[config.mk]
export PLATFORM = sky130hd
export DESIGN_NAME = sample_feeder
export DESIGN_NICKNAME = d
export VERILOG_FILES = /design/src/rtl/sample_feeder_pkg.sv /design/src/rtl/sample_feeder_mem.sv /design/src/rtl/sample_feeder.sv
export SDC_FILE = /design/constraint.sdc
export NUM_CORES = 2
export LEC_CHECK = 0
export ABC_CLOCK_PERIOD_IN_PS = 9900
export CAP_MARGIN = 20
export CORE_MARGIN = 2
export CORE_UTILIZATION = 35
export CTS_BUF_LIST = sky130_fd_sc_hd__clkbuf_4 sky130_fd_sc_hd__clkbuf_8
export DETAILED_ROUTE_END_ITERATION = 6
export DONT_BUFFER_PORTS = 1
export PLACE_DENSITY_LB_ADDON = 0.3
export SYNTH_ARGS = -nofsm -noshare
export SYNTH_HDL_FRONTEND = slang
export SYNTH_HIERARCHICAL = 1
export SYNTH_SLANG_ARGS = --single-unit
[constraint.sdc]
create_clock -name clk -period 9.9 [get_ports clk]
set_clock_uncertainty 0.15 [all_clocks]
set_input_delay 1.485 -clock clk [delete_from_list [all_inputs] [get_ports clk]]
set_output_delay 1.485 -clock clk [all_outputs]
set_load 0.05 [all_outputs]
[src/rtl/sample_feeder_pkg.sv]
// Shared types and default widths for the sample_feeder training-data responder.
package sample_feeder_pkg;

    localparam int unsigned X_W_DEF    = 16;
    localparam int unsigned DEPTH_DEF  = 64;
    localparam int unsigned ADDR_W_DEF = 6;
    localparam int unsigned EPOCH_W    = 16;

    typedef enum logic [1:0] {
        EMPTY = 2'd0,
        FILL  = 2'd1,
        READY = 2'd2
    } state_t;

    // One training sample; bit layout matches the RAM word {x1, x2, t}.
    typedef struct packed {
        logic [X_W_DEF-1:0] x1;
        logic [X_W_DEF-1:0] x2;
        logic               t;
    } sample_t;

endpackage

[src/rtl/sample_feeder_mem.sv]
// Sample store: DEPTH x W single-write-port RAM with a registered read port.
// Ports:
//   clk, rst            clock, synchronous active-high reset (read register only)
//   we, wr_addr, wr_data   write port
//   re, rd_addr         read request; rd_data updates on the next edge
//   rd_data             registered read data, holds between reads
module sample_feeder_mem
    import sample_feeder_pkg::*;
#(
    parameter int unsigned W      = 2 * X_W_DEF + 1,
    parameter int unsigned DEPTH  = DEPTH_DEF,
    parameter int unsigned ADDR_W = ADDR_W_DEF
) (
    input  logic              clk,
    input  logic              rst,
    input  logic              we,
    input  logic [ADDR_W-1:0] wr_addr,
    input  logic [W-1:0]      wr_data,
    input  logic              re,
    input  logic [ADDR_W-1:0] rd_addr,
    output logic [W-1:0]      rd_data
);

    logic [W-1:0] mem [DEPTH];

    // Array write, no reset: contents are don't-care until written.
    always_ff @(posedge clk) begin
        if (we) begin
            mem[wr_addr] <= wr_data;
        end
    end

    // Registered read port; reset clears the served sample.
    always_ff @(posedge clk) begin
        if (rst) begin
            rd_data <= '0;
        end else if (re) begin
            rd_data <= mem[rd_addr];
        end
    end

endmodule

[src/rtl/sample_feeder.sv]
// sample_feeder: serves preloaded training samples {x1, x2, t} to the trainer's
// getData strobe, one per req with one-cycle latency, wrapping each epoch.
// Optional feature macro: SAMPLE_FEEDER_EPOCH_CNT_EN adds the epoch_cnt output.
// Ports:
//   clk, rst                   clock, synchronous active-high reset
//   clear                      empty the store, back to EMPTY (highest priority)
//   wr_en, wr_x1, wr_x2, wr_t  host sample write at the fill pointer
//   commit                     close fill phase, enter READY
//   req, rewind                fetch next sample / restart at sample 0
//   x1_out, x2_out, t_out      served sample (held between serves)
//   valid, last                one-cycle serve pulse, last-of-epoch flag
//   ready, n_out               READY state, stored sample count
//   epoch_cnt                  (optional) completed-epoch counter, saturating
//   err                        sticky protocol error
module sample_feeder
    import sample_feeder_pkg::*;
#(
    parameter int unsigned X_W    = X_W_DEF,
    parameter int unsigned DEPTH  = DEPTH_DEF,
    parameter int unsigned ADDR_W = ADDR_W_DEF
) (
    input  logic               clk,
    input  logic               rst,
    input  logic               clear,
    input  logic               wr_en,
    input  logic [X_W-1:0]     wr_x1,
    input  logic [X_W-1:0]     wr_x2,
    input  logic               wr_t,
    input  logic               commit,
    input  logic               req,
    input  logic               rewind,
    output logic [X_W-1:0]     x1_out,
    output logic [X_W-1:0]     x2_out,
    output logic               t_out,
    output logic               valid,
    output logic               last,
    output logic               ready,
    output logic [ADDR_W:0]    n_out,
`ifdef SAMPLE_FEEDER_EPOCH_CNT_EN
    output logic [EPOCH_W-1:0] epoch_cnt,
`endif
    output logic               err
);

    localparam int unsigned W = 2 * X_W + 1;

    state_t            state;
    logic [ADDR_W-1:0] rptr;
    logic [ADDR_W-1:0] rd_addr_c;
    logic              at_end_c;
    logic              rd_en_c;
    logic              wr_ok_c;
    logic [W-1:0]      rd_data;

    // Read address honours a same-cycle rewind; the write pointer is n_out itself.
    always_comb begin
        rd_addr_c = rewind ? '0 : rptr;
        at_end_c  = ({1'b0, rd_addr_c} == (n_out - (ADDR_W+1)'(1)));
        rd_en_c   = req && (state == READY) && !clear && !rst;
        wr_ok_c   = wr_en && (state != READY) && (n_out < (ADDR_W+1)'(DEPTH))
                    && !clear && !rst;
    end

    sample_feeder_mem #(
        .W      (W),
        .DEPTH  (DEPTH),
        .ADDR_W (ADDR_W)
    ) u_mem (
        .clk     (clk),
        .rst     (rst),
        .we      (wr_ok_c),
        .wr_addr (n_out[ADDR_W-1:0]),
        .wr_data ({wr_x1, wr_x2, wr_t}),
        .re      (rd_en_c),
        .rd_addr (rd_addr_c),
        .rd_data (rd_data)
    );

    assign x1_out = rd_data[W-1 -: X_W];
    assign x2_out = rd_data[X_W:1];
    assign t_out  = rd_data[0];

    // Control FSM; clear behaves like reset for everything except the served sample.
    always_ff @(posedge clk) begin
        if (rst || clear) begin
            state <= EMPTY;
            rptr  <= '0;
            n_out <= '0;
            valid <= 1'b0;
            last  <= 1'b0;
            ready <= 1'b0;
            err   <= 1'b0;
`ifdef SAMPLE_FEEDER_EPOCH_CNT_EN
            epoch_cnt <= '0;
`endif
        end else begin
            valid <= 1'b0;
            last  <= 1'b0;
            if (rewind) begin
                rptr <= '0;
            end
            case (state)
                EMPTY: begin
                    if (wr_en) begin
                        n_out <= n_out + (ADDR_W+1)'(1);
                        state <= FILL;
                    end else if (commit) begin
                        err <= 1'b1;
                    end
                    if (req) begin
                        err <= 1'b1;
                    end
                end
                FILL: begin
                    // A commit coinciding with a write is dropped.
                    if (wr_en) begin
                        if (wr_ok_c) begin
                            n_out <= n_out + (ADDR_W+1)'(1);
                        end else begin
                            err <= 1'b1;
                        end
                    end else if (commit) begin
                        state <= READY;
                        ready <= 1'b1;
                        rptr  <= '0;
`ifdef SAMPLE_FEEDER_EPOCH_CNT_EN
                        epoch_cnt <= '0;
`endif
                    end
                    if (req) begin
                        err <= 1'b1;
                    end
                end
                READY: begin
                    if (wr_en) begin
                        err <= 1'b1;
                    end
                    if (req) begin
                        valid <= 1'b1;
                        last  <= at_end_c;
                        rptr  <= at_end_c ? '0 : rd_addr_c + ADDR_W'(1);
`ifdef SAMPLE_FEEDER_EPOCH_CNT_EN
                        if (at_end_c && (epoch_cnt != {EPOCH_W{1'b1}})) begin
                            epoch_cnt <= epoch_cnt + EPOCH_W'(1);
                        end
`endif
                    end
                end
                default: begin
                    state <= EMPTY;
                end
            endcase
        end
    end

endmodule

==> results.md <==
- In this run the remaining antenna-violating nets after routing total 0.
- Post-CTS timing repair inserted 0 buffers for setup.
- The area of the core is 0.238 mm².
- The first-pass GRT wire length is 330000 µm.
- After detailed routing, the average wire length per cell comes to 31.1 µm.
- The cell with the most instances after synthesis is edfxtp_1.
- The register-to-register path setup slack is 5660 ps.
- Data on the critical path is required at its endpoint by 10380 ps.
- The launching element type of the critical path is a register.
- The post-synthesis cell type count is 74.
- The final reports fail on design-rule violations.
- The number of global-route vias before repair is 42900.
- The max-slew headroom at the worst pin is 0.204.
- The total nets after synthesis is 3974.
- Clock latency on the worst-skew pair, taken at its later pin, is 1080 ps.
- The quantity of gates resized following cts is 0.
- In this run, synthesis inferred 2112 flip-flops with an integrated enable.
- Clock-pin slew was measured on the worst setup and hold paths at 60 ps.
- Wires add up to 237000 µm.
- For this design the top-level I/O count stands at 84.
- The total congestion overflow after global routing is 0.
- The first detailed-routing pass ran for 7 iterations.
- The cell count after synthesis came out at 3927.
- For this design the ratio of total power to cell area is 188 mW/mm².
- The area growth from synthesis to layout is 13.2%.
- The mean number of vias per cell is 5.52.
- The die covers 0.243 mm².
- The fraction of synthesis flops using an asynchronous set or reset pin is 0.
- Yosys attributes the largest share of cell area to edfxtp_1, mux4_2, mux2i_1.
- The tree is rooted in a clkbuf_8.
- Adding up every negative setup slack in the final design gives 0 ps.
- The worst hold path belongs to the class reg2reg.
- The synthesized area per cell is 21.3 µm².
- The post-layout total power is 17.8 mW.
- After synthesis the cells add up to 0.0837 mm².
- After filler insertion, the fill cell instance count of the layout stands at 21100.
- At the pin with the least slew margin, the transition time is 1190 ps.
- The floorplan has 179 rows.
- The clock buffer count from CTS is 361.
- The largest total area in the synthesized netlist belongs to edfxtp_1.
- IR analysis of the VDD net gives a maximum drop of 0.000141 V.
- The worst flop-to-flop path endpoint is u_mem/mem[47][12].
- The area of the multi-input gates is 0.0184 mm².
- In this run the vertical extent of the chip is 493 µm.
- Dividing the final minimum period by the clock period gives 0.428.
- The number of vias in the routed layout is 42000.
- The sort of element at the end of the critical path is a register.
- The launching point of the worst reg2reg path is state[0].
- Yosys printed 6 warnings.
- In the routed design, unresolved DRC markers number 4.
- Of all nets on the critical path, the largest fanout is 22.
- The leakage dissipation is 27.9 nW.
- Setup repair after global routing left no endpoint under its margin.
- For this run, the register share of the synthesized area comes to 0.770.
- The share of synthesized area in the top cell type comes to 0.758.
- The critical path starts at state[0].
- The die is 493 µm wide.
- The total number of clock tree sinks is 2164.
- The run finished, with violations left.
- The iteration-0 DRC count of the detailed router is 5120.
- Synthesis inferred 2164 register bits.
- The post-detailed-placement half-perimeter wirelength is 118000 µm.
- The fmax is 236 MHz.
- Measured in cells, the most critical reg-to-reg path has a length of 7.
- In the synthesized netlist, the cells that appear most often are edfxtp_1, mux4_2, mux2i_1, nor2_1, clkbuf_1.
- The signal arrival time at the worst endpoint is 4720 ps.
- The number of max-slew violations in the final report is 0.
- The H-tree was split into 5 levels.
- TritonCTS built the clock tree.
- The congestion estimate from routability-driven global placement came to 0.772.
- The most used flip-flop cell after synthesis is edfxtp_1.
- The total number of nets in the final design is 4223.
- The global-route usage over all layers is 0.192.
- The maximum number of pins on one net before global-route repair is 120.
- The count of final hold-check violations is 0.
- Setup violations remaining at the end of the flow were counted as 0.
- The initial utilization of the core area, before any placement, comes to 0.352.
- The worst setup path endpoint is u_mem/mem[47][12].
- The tool flagged a number of max-cap violations equal to 0.
- The smallest clock period supported by the final layout is computed as 4240 ps.
- The area taken by flip-flops and latches is 0.0645 mm².
- Buffers placed on the I/O ports in this run total 0.
- Of the cells placed in the final design, the portion with a size suffix greater than 1 is 0.280.
- The cts-stage hold buffer count is 0.
- The number of antenna violations at the first check in global routing is 6.
- In this run the deepest clock path goes through 4 buffers.
- The setup path with the least slack is of type reg2reg.
[layer usage]
metal | global-route usage | part of all wire
met3 | 0.0378 | 0.075
met5 | 0 | 0.000055
met2 | 0.315 | 0.49
met1 | 0.257 | 0.41
met4 | 0.0612 | 0.028
[through the flow]
| stage | instances | worst slack, ps | util | hold slack (ps) | instance area [µm²] |
|---|---|---|---|---|---|
| 3_5_place_dp | 6980 | 4600 | 0.369 | 345 | 87800 |
| 6_report | 7615 | 5660 | 0.398 | 356 | 94800 |
| 3_3_place_gp | 6980 | 4640 | 0.369 | 347 | 87800 |
| 5_1_grt | 7615 | 5450 | 0.398 | 301 | 94800 |
| 4_1_cts | 7614 | 5670 | 0.398 | 267 | 94800 |
| 2_1_floorplan | 3927 | 4620 | - | 325 | 83700 |
[cell usage in the layout, fill, tap and decap left out, types with 7 or more instances in the layout]
master,synthesis,layout
a221oi_1,39,39
nand2_1,89,88
o31ai_1,7,7
o22ai_1,74,74
clkinvlp_4,0,8
o21ai_0,49,49
a21oi_1,51,51
dfxtp_1,52,52
nor2b_1,13,9
buf_4,35,108
ha_1,7,7
buf_12,4,9
clkinv_2,0,29
o221ai_1,53,53
nor2_4,0,64
a41o_1,12,12
edfxtp_1,2112,2112
o21ai_1,37,37
clkbuf_8,0,387
o211a_1,18,18
nand4_1,7,7
mux2i_1,243,243
o22a_1,18,18
a2bb2oi_1,11,11
clkinv_1,0,74
and2_1,17,16
a31oi_1,24,24
mux4_2,443,443
clkbuf_4,0,130
nand3_1,42,42
nor2_1,132,68
mux2_1,12,12
mux2_2,28,28
[power by group]
group	switching, mW	leakage [nW]	internal [mW]
combinational	0.0288	4.84	0.0145
sequential	0.00343	19.4	10.1
clock	3.48	3.69	4.20
[worst min-delay path by stage]
stage	from	end	slack, ps	cells past startpoint
after global routing	wr_x2[12]	u_mem/mem[10][13]	300	0
final	rptr[4]	rptr[4]	360	2
after detailed placement	rptr[4]	rptr[4]	350	2
after CTS	wr_x2[12]	u_mem/mem[6][13]	270	0
after global placement	rptr[4]	rptr[4]	350	2
after floorplan	rptr[4]	rptr[4]	320	2
[final cells by class]
cell class              instances  share of cell area
well taps                    3167              0.0418
repair buffers                117              0.0105
multi-input cells            1523               0.194
inverters                       9            0.000356
diodes                          1           0.0000264
flip-flops and latches       2164               0.680
clock inverters               117             0.00677
clock buffers                 517              0.0665
[state kept, by name (all words and copies together) (netlist names)]
name           flops
u_mem/mem       2112
u_mem/rd_data     33
n_out              7
rptr               6
state              2
err                1
last               1
ready              1
valid              1
[cell families after synthesis]
group / synth area share
xor gates and xnor gates: 0.00115
AOI/OAI and AO/OA: 0.0362
muxes: 0.155
adders and majority gates: 0.00105
and+or+nand+nor: 0.0196
DFF: 0.770
buffers and inverters: 0.0169
[critical path, cell delays in order (launching register included)]
cell and delay (ps):
dfxtp_1 410, inv_1 90, ha_1 310, nor4_2 360
and2_1 360, nand4_1 680, nor2_4 840, buf_4 610
Power figures use the tool's default switching activity.
